==> src/rtl/half_full_adder_pkg.sv <==
// Shared constants for the small arithmetic leaf blocks.
package half_full_adder_pkg;

    localparam int MAX_WIDTH = 64;

endpackage : half_full_adder_pkg

==> src/rtl/half_full_adder_cell.sv <==
// One-bit full adder cell; the ripple chain in half_full_adder is built from these.
module full_adder_cell (
    input  logic a,
    input  logic b,
    input  logic cin,
    output logic s,
    output logic cout
);

    logic prop;

    assign prop = a ^ b;
    assign s    = prop ^ cin;
    assign cout = (a & b) | (cin & prop);

endmodule : full_adder_cell

==> src/rtl/half_full_adder.sv <==
// WIDTH-bit ripple adder, switchable between half (a+b) and full (a+b+cin) mode,
// with an optional one-stage registered output and valid flag.
module half_full_adder
    import half_full_adder_pkg::*;
#(
    parameter int WIDTH      = 1,
    parameter bit REGISTERED = 1'b1
) (
    input  logic             clk,
    input  logic             rst,
    input  logic [WIDTH-1:0] a,
    input  logic [WIDTH-1:0] b,
    output logic             cout,
    output logic [WIDTH-1:0] sum,
    input  logic             cin,
    input  logic             full_en,
    input  logic             in_valid,
    output logic             out_valid
);

    logic [WIDTH:0]   carry;
    logic [WIDTH-1:0] sum_next;

    generate
        if (WIDTH < 1 || WIDTH > MAX_WIDTH) begin : g_bad_width
            $error("half_full_adder: WIDTH out of range");
        end
    endgenerate

    // Half-adder mode is just the full chain with its carry-in forced low.
    assign carry[0] = full_en & cin;

    generate
        for (genvar gi = 0; gi < WIDTH; gi++) begin : g_chain
            full_adder_cell u_cell (
                .a    (a[gi]),
                .b    (b[gi]),
                .cin  (carry[gi]),
                .s    (sum_next[gi]),
                .cout (carry[gi+1])
            );
        end
    endgenerate

    generate
        if (REGISTERED) begin : g_reg
            logic [WIDTH-1:0] sum_reg;
            logic             cout_reg;
            logic             valid_reg;

            // Result registers load only on in_valid, so idle (possibly X) operands never reach them.
            always_ff @(posedge clk) begin
                if (rst) begin
                    sum_reg   <= '0;
                    cout_reg  <= 1'b0;
                    valid_reg <= 1'b0;
                end else begin
                    valid_reg <= in_valid;
                    if (in_valid) begin
                        sum_reg  <= sum_next;
                        cout_reg <= carry[WIDTH];
                    end
                end
            end

            assign sum       = sum_reg;
            assign cout      = cout_reg;
            assign out_valid = valid_reg;
        end else begin : g_comb
            assign sum       = sum_next;
            assign cout      = carry[WIDTH];
            assign out_valid = in_valid;
        end
    endgenerate

endmodule : half_full_adder

==> config.mk <==
export PLATFORM = sky130hd
export DESIGN_NAME = half_full_adder
export DESIGN_NICKNAME = d
export VERILOG_FILES = /design/src/rtl/half_full_adder_pkg.sv /design/src/rtl/half_full_adder_cell.sv /design/src/rtl/half_full_adder.sv
export SDC_FILE = /design/constraint.sdc
export NUM_CORES = 1
export LEC_CHECK = 0
export ABC_AREA = 0
export CAP_MARGIN = 30
export CORE_AREA = 10 10 47 49
export CTS_BUF_LIST = sky130_fd_sc_hd__clkbuf_8
export CTS_CLUSTER_DIAMETER = 40
export DETAILED_ROUTE_END_ITERATION = 8
export DIE_AREA = 0 0 57 59
export PLACE_DENSITY = 0.41
export SLEW_MARGIN = 0
export SYNTH_ARGS = -nofsm -noshare
export SYNTH_HDL_FRONTEND = slang
export SYNTH_HIERARCHICAL = 1
export SYNTH_SLANG_ARGS = --single-unit
==> constraint.sdc <==
create_clock -name clk -period 1.1 [get_ports clk]
set_clock_uncertainty 0.1 [all_clocks]
set_input_delay 0.11 -clock clk [delete_from_list [all_inputs] [get_ports clk]]
set_output_delay 0.11 -clock clk [all_outputs]
set_load 0.005 [all_outputs]
# == Word level (Yosys, flattened, before mapping) ==
# Cells that the tools add are included.
# classes
bitwise,6
# op_table
op,count
$and 1x1->1,3
$xor 1x1->1,2
$or 1x1->1,1
# word_totals
inputBits,7
ff_bits,3
word_cells,9
out_inout_bits,3

# == Depth between registers and ports, before layout ==
# Gate-level depths: netlist (run 1).
# logic_depth
depth_word,3
depth_mapped,4
depth_no_buf,4

# == By module ==
# The synthesis (run 1) kept the hierarchy.
# modules_own_cells
module,cells_each,seq_area_each_um2,instances,area_each_um2
half_full_adder,9,60.1,1,100.1
full_adder_cell,1,0.0,1,20.0

# == Worst setup path before layout (run 1) ==
# No wires, ideal clock.
# synth_timing
kind,input-to-reg
startpoint,in full_en
endpoint,reg g_reg.sum_reg (netlist: sum)
required_time_ps,886
slack_ps,45
setup_ps,114
stages,4
path_buffers,0
arrival_ps,841
path_cell_list,and2_1 fa_1 mux2i_1 nor2_1
# synth_via
elab_chain_cells,2
# synth_lines
item,line_no,text
start: declaration,half_full_adder.sv:16,"input logic full_en,"
$and 1x1->1,half_full_adder.sv:31,assign carry[0] = full_en & cin;
$xor 1x1->1,half_full_adder_cell.sv:13,assign s = prop ^ cin;
net sum_next,half_full_adder.sv:22,logic [WIDTH-1:0] sum_next;
end signal: assignment,half_full_adder.sv:60,sum_reg <= sum_next;
end: declaration,half_full_adder.sv:47,logic [WIDTH-1:0] sum_reg;
# The timed path passes the listed nets, and every way through them passes these cells.
# A chain may end at the register's enable or synchronous reset.

# == Final worst setup path (run 1) ==
# layout_timing
startpoint,in a
endpoint,reg g_reg.sum_reg (netlist: sum)
# layout_via
elab_chain_cells,2
# layout_lines
item,line_no,text
start: declaration,half_full_adder.sv:11,"input logic [WIDTH-1:0] a,"
$xor 1x1->1,half_full_adder_cell.sv:12,assign prop = a ^ b;
$xor 1x1->1,half_full_adder_cell.sv:13,
net sum_next,half_full_adder.sv:22,
# The timed path passes the listed nets, and every way through them passes these cells.

==> results.py, run 1 <==
metrics = {
    "final_layout": {
        "final_area_um2": 264,
        "fin_nets": 32,
        "syn_to_final_growth_pct": 120,
        "final_util": 0.188,
        "drive_gt1_frac": 0.304,
        "fillers": 164,
        "n_antenna_cell": 0,
    },
    "floorplan": {
        "start_util": 0.0857,
        "die_w_um": 57,
        "dieHeight_um": 59,
        "die_area_um2": 3360,
        "coreArea_um2": 1400,
        "rows": 14,
        "ios": 10,
    },
    "power": {
        "finalPower_mw": 0.481,
        "p_leak_nw": 0.129,
        "vdd_drop_max_v": 0.000514,
        "p_per_area_nw_per_um2": 1820,
    },
    "setup_path": {
        "cp.arrival_ns": 1.08,
        "crit_family": "adder cells",
        "crit_type": "input port to flip-flop",
        "worst-path-stages": 4,
        "critPathSlowestCell": "fa_2",
        "rr_worst_depth": 2,
        "r2r_slack_ns": 0.41,
        "worstSetupEndpointType": "flip-flop",
        "cpPeakStageDelay_ns": 0.56,
        "critical_path.endpoint": "sum",
        "setup.worst_path.start_class": "input port",
        "r2r-start": "sum",
        "r2r-end": "sum",
        "crit_chain": "dlygate4sd2_1, fa_2, mux2i_1, nor2_1",
        "crit_start": "a",
        "required_ns": 1.15,
        "critPathMaxFanout": 1,
        "cp_num_buf_inv": 1,
    },
    "clock_tree": {
        "cts_tree": "built",
        "htreeDepth": 1,
        "clockBufferDepth": 2,
        "root_buffer": "clkbuf_8",
        "clkTransAtPathRegs_ns": 0.03,
        "clk_latency_ns": 0.21,
        "clkSinkCount": 3,
        "hold_buffers": 0,
        "cts_buffers": 3,
    },
    "grt": {
        "grt.total_usage": 0.0307,
        "antenna_found_initial": 0,
        "grt_pass1_vias": 152,
        "grt_max_degree": 4,
        "grt_pass1_wl_um": 669,
        "grt_overflow_total": 0,
    },
    "drt": {
        "drcViolationCount": 0,
        "ant_nets": 0,
        "vias": 115,
        "wire_per_inst_um": 10.1,
        "viasPerCell": 2.95,
        "drt_pass1_iterations": 1,
        "drt_iter0_drc": 0,
        "totalWireLength_um": 393,
    },
    "sta": {
        "slew_viol_final": 0,
        "hold-worst-slack_ns": 0.374,
        "final-setup-viol-count": 0,
        "fin_ws_ns": 0.0693,
        "worst_slew_pin_slew_ns": 0.128,
        "hold_violations": 0,
        "maxSlewHeadroom": 0.912,
        "period_needed_ns": 1.03,
        "rsz0062_at_grt": "false",
        "timing.fmax_mhz": 970,
        "fin_crit_sh": 0.937,
    },
    "synthesis": {
        "seq_area_frac_synth": 0.500,
        "netlist_area_um2": 120,
        "yosysWarnings": 6,
        "syn-mean-instance-area_um2": 12.0,
        "ys_seq_elements": 3,
        "netlist_instances": 10,
        "synth_cell_types": 6,
        "synthesis.nets": 18,
    },
    "place": {
        "io_buffers": 9,
        "dpl_cell_area_um2": 230,
        "gp_congestion": 0.551,
        "pre_cts_ws_ns": -0.408,
    },
    "job": {
        "maxCapViolCount": 0,
    },
    "outcome": {
        "status": "completed",
    },
    "hold_path": {
        "hold_path.class": "input port to flip-flop",
    },
}
[what timing repair did]
action / 4_1_cts / 5_1_grt
pin swaps: 3 / 2
setup endpoints to repair: 5 / 1
setup buffers: 0 / 0
gates resized for setup: 11 / 2
[cells in the mapped netlist]
master	n	area share
mux2i_1	2	0.17
fa_1	1	0.17
and2_1	1	0.052
dfxtp_1	3	0.50
nor2_1	2	0.063
nor2b_1	1	0.052
[metrics by stage]
| step | setup TNS (ns) | std cells |
|---|---|---|
| 6_report | 0 | 39 |
| 5_1_grt | 0 | 39 |
| 4_1_cts | 0 | 39 |
| 3_5_place_dp | -0.747 | 35 |
| 3_3_place_gp | -0.689 | 35 |
| 2_1_floorplan | 0 | 10 |
[power breakdown]
group | internal (mW) | leakage (nW) | switching, mW
combinational | 0.0315 | 0.0771 | 0.0183
sequential | 0.117 | 0.0248 | 0.00305
clock | 0.238 | 0.0269 | 0.0735
total | 0.386 | 0.129 | 0.0949
[worst register-to-register path: stages (launching register included)]
cell and delay [ns]:
dfxtp_1 0.30, mux2i_1 0.12, nor2_1 0.06
[per-layer routing]
layer,GRT usage,routed length [µm],vias up
met2,0.0248,113,10
met4,0.0403,0,0
li1,-,-,57
met1,0.0296,193,48
met5,0,0,-
met3,0.0386,86,0
[layout make-up]
| class | count | area, µm² | area share |
|---|---|---|---|
| Clock buffer | 3 | 41.3 | 0.156 |
| Clock inverter | 1 | 3.75 | 0.0142 |
| Multi-Input combinational cell | 7 | 65.1 | 0.246 |
| Sequential cell | 3 | 60.1 | 0.227 |
| Tap cell | 16 | 20.0 | 0.0758 |
| Timing Repair Buffer | 9 | 73.8 | 0.280 |
[how the worst min path moves through the flow]
stage	from	to	slack (ns)	cells after the start
after detailed placement	cout	cout	0.40	2
after CTS	b	cout	0.37	4
after global placement	cout	cout	0.38	2
after global routing	full_en	cout	0.40	5
after floorplan	rst	out_valid	0.08	1
final	cin	cout	0.37	5
[cells in the final DEF, fill, tap and decap left out]
cell             n
fa_2             1
clkdlybuf4s50_1  2
mux2i_1          2
clkbuf_8         3
dlygate4sd2_1    5
nor2b_1          1
nor2_1           2
inv_1            1
and2_4           1
clkbuf_2         2
dfxtp_1          3
[logic make-up after synthesis]
kind of cell / Yosys count / share of synthesized area
muxes: 2 / 0.167
DFF: 3 / 0.500
adders and majority gates: 1 / 0.167
and+or+nand+nor: 4 / 0.167
Note: power is estimated with default switching activity, not from simulation.
==> run 2: changes to the inputs <==
--- a/config.mk
+++ b/config.mk
@@ -5,11 +5,10 @@
 export SDC_FILE = /design/constraint.sdc
 export NUM_CORES = 1
 export LEC_CHECK = 0
-export ABC_AREA = 0
 export CAP_MARGIN = 30
 export CORE_AREA = 10 10 47 49
 export CTS_BUF_LIST = sky130_fd_sc_hd__clkbuf_8
-export CTS_CLUSTER_DIAMETER = 40
+export CTS_CLUSTER_DIAMETER = 100
 export DETAILED_ROUTE_END_ITERATION = 8
 export DIE_AREA = 0 0 57 59
 export PLACE_DENSITY = 0.41
==> results of run 2 <==
No change in the layout: final DEF, timing and power equal those of run 1.
==> run 3: changes to the inputs <==
--- a/config.mk
+++ b/config.mk
@@ -11,7 +11,7 @@
 export CTS_CLUSTER_DIAMETER = 100
 export DETAILED_ROUTE_END_ITERATION = 8
 export DIE_AREA = 0 0 57 59
-export PLACE_DENSITY = 0.41
+export PLACE_DENSITY = 0.42
 export SLEW_MARGIN = 0
 export SYNTH_ARGS = -nofsm -noshare
 export SYNTH_HDL_FRONTEND = slang
==> constraint.sdc (replaced) <==
create_clock -name clk -period 0.9 [get_ports clk]
set_clock_uncertainty 0.1 [all_clocks]
set_input_delay 0.09 -clock clk [delete_from_list [all_inputs] [get_ports clk]]
set_output_delay 0.09 -clock clk [all_outputs]
set_load 0.005 [all_outputs]
==> results.py, run 3 (synthesized netlist as in run 1, its figures left out) <==
metrics = {
    "setup_path": {
        "r2r-end": "sum",
        "crit_type": "input port to flip-flop",
        "r2r-start": "sum",
        "required_ns": 0.95,
        "cp_num_buf_inv": 1,
        "crit_chain": "buf_6, and2_4, fa_2, mux2i_1, nor2_1",
        "worstSetupEndpointType": "flip-flop",
        "critPathSlowestCell": "fa_2",
        "critPathMaxFanout": 1,
        "setup.worst_path.start_class": "input port",
        "cpPeakStageDelay_ns": 0.51,
        "cp.arrival_ns": 0.98,
        "crit_family": "adder cells",
        "r2r_slack_ns": 0.19,
        "rr_worst_depth": 2,
    },
    "clock_tree": {
        "clkTransAtPathRegs_ns": 0.03,
        "cts_buffers": 3,
        "htreeDepth": 1,
        "hold_buffers": 0,
        "root_buffer": "clkbuf_8",
        "clk_latency_ns": 0.21,
        "clkSinkCount": 3,
        "cts_tree": "built",
        "clockBufferDepth": 2,
    },
    "final_layout": {
        "syn_to_final_growth_pct": 111,
        "final_area_um2": 254,
        "fin_nets": 32,
        "n_antenna_cell": 0,
        "stdcell_count": 39,
        "layout_common_cells": "buf_2 (5), clkbuf_8 (3)",
        "final_util": 0.181,
        "drive_gt1_frac": 0.609,
        "layout.cells.most_common": "buf_2",
    },
    "job": {
        "maxCapViolCount": 0,
    },
    "floorplan": {
        "die_area_um2": 3360,
        "die_w_um": 57,
        "dieHeight_um": 59,
        "start_util": 0.0857,
        "coreArea_um2": 1400,
        "ios": 10,
        "rows": 14,
    },
    "power": {
        "finalPower_mw": 0.585,
        "p_sw_frac": 0.193,
        "seq_power_share": 0.255,
        "p_per_area_nw_per_um2": 2300,
        "p_leak_nw": 0.122,
        "p_switching_mw": 0.113,
        "clock_power_share": 0.644,
        "vdd_drop_max_v": 0.000336,
        "pwr-share-comb": 0.101,
        "intPower_mw": 0.472,
    },
    "hold_path": {
        "holdPathStages": 4,
        "hold_path_end": "sum",
        "worstHoldStart": "b",
        "hold_path.class": "input port to flip-flop",
    },
    "sta": {
        "final-setup-viol-count": 1,
        "hold_violations": 0,
        "timing.fmax_mhz": 1080,
        "maxSlewHeadroom": 0.906,
        "period_needed_ns": 0.930,
        "slew_viol_final": 0,
        "hold-worst-slack_ns": 0.235,
        "worst_slew_pin_slew_ns": 0.138,
        "fin_ws_ns": -0.0295,
        "fin_crit_sh": 1.03,
        "rsz0062_at_grt": "true",
        "tns_ns": -0.0295,
    },
    "drt": {
        "m1WireLength_um": 208,
        "wire_per_inst_um": 10.9,
        "vias": 122,
        "drcViolationCount": 0,
        "totalWireLength_um": 426,
        "viasPerCell": 3.13,
        "drt_iter0_drc": 0,
        "wl_met3_um": 76,
        "wl_met2_um": 140,
        "ant_nets": 0,
        "top_layer": "met3",
        "drt_pass1_iterations": 1,
    },
    "outcome": {
        "status": "finished with violations",
        "violations": "setup timing",
    },
    "place": {
        "gp_congestion": 0.632,
        "pre_cts_ws_ns": -0.621,
        "io_buffers": 9,
        "dpl_cell_area_um2": 235,
        "dp.cells": 35,
    },
    "grt": {
        "antenna_found_initial": 0,
        "grt_pass1_vias": 139,
        "grt_max_degree": 4,
        "grt.total_usage": 0.0302,
        "grt_overflow_total": 0,
        "grt_pass1_wl_um": 655,
    },
}
[run 3: changes by cell type in the layout (fill, tap and decap cells not counted), sizes merged]
| cell | previous run | this run |
|---|---|---|
| dlygate4sd2 | 5 | 0 |
| buf | 0 | 6 |
| clkbuf | 5 | 4 |
[run 3: power by group through the flow]
stage,logic [mW],registers [mW],clock network (mW)
floorplan,0.0201,0.150,0
global placement,0.0729,0.149,0
detailed placement,0.0755,0.150,0
CTS,0.0659,0.149,0.388
global route,0.0651,0.150,0.401
finish,0.0591,0.149,0.377
[run 3: timing repair]
item | in CTS | in global routing
resized for setup | 23 | 5
pin swaps | 3 | 2
endpoints found under the setup margin | 5 | 3
buffers inserted | 0 | 0
[run 3: worst max-delay path by stage]
stage	startpoint	cells past startpoint	end	slack [ns]
2_1_floorplan	full_en	4	sum	-0.12
3_3_place_gp	full_en	5	sum	-0.59
3_5_place_dp	full_en	5	sum	-0.62
4_1_cts	cin	5	sum	-0.06
5_1_grt	cin	5	sum	-0.05
6_report	cin	5	sum	-0.03
[run 3: final cells by class]
type                            instances  area, µm²
Sequential cell                         3       62.6
Tap cell                               16       20.0
Fill cell                             164       1150
Clock inverter                          1       3.75
Timing Repair Buffer                    9       61.3
Multi-Input combinational cell          7       65.1
Clock buffer                            3       41.3
[run 3: metal layers]
| metal | vias up | GRT usage |
|---|---|---|
| li1 | 57 | - |
| met1 | 56 | 0.0284 |
| met2 | 9 | 0.0233 |
| met3 | 0 | 0.0408 |
| met4 | 0 | 0.0403 |
| met5 | - | 0 |
[run 3: worst min-delay path: cells and delay by family]
kind | cells | cell delay [ns]
buffers and inverters | 1 | 0.09
adder cells (fa/ha/maj) | 1 | 0.19
multiplexers | 1 | 0.07
AND/OR/NAND/NOR | 1 | 0.07
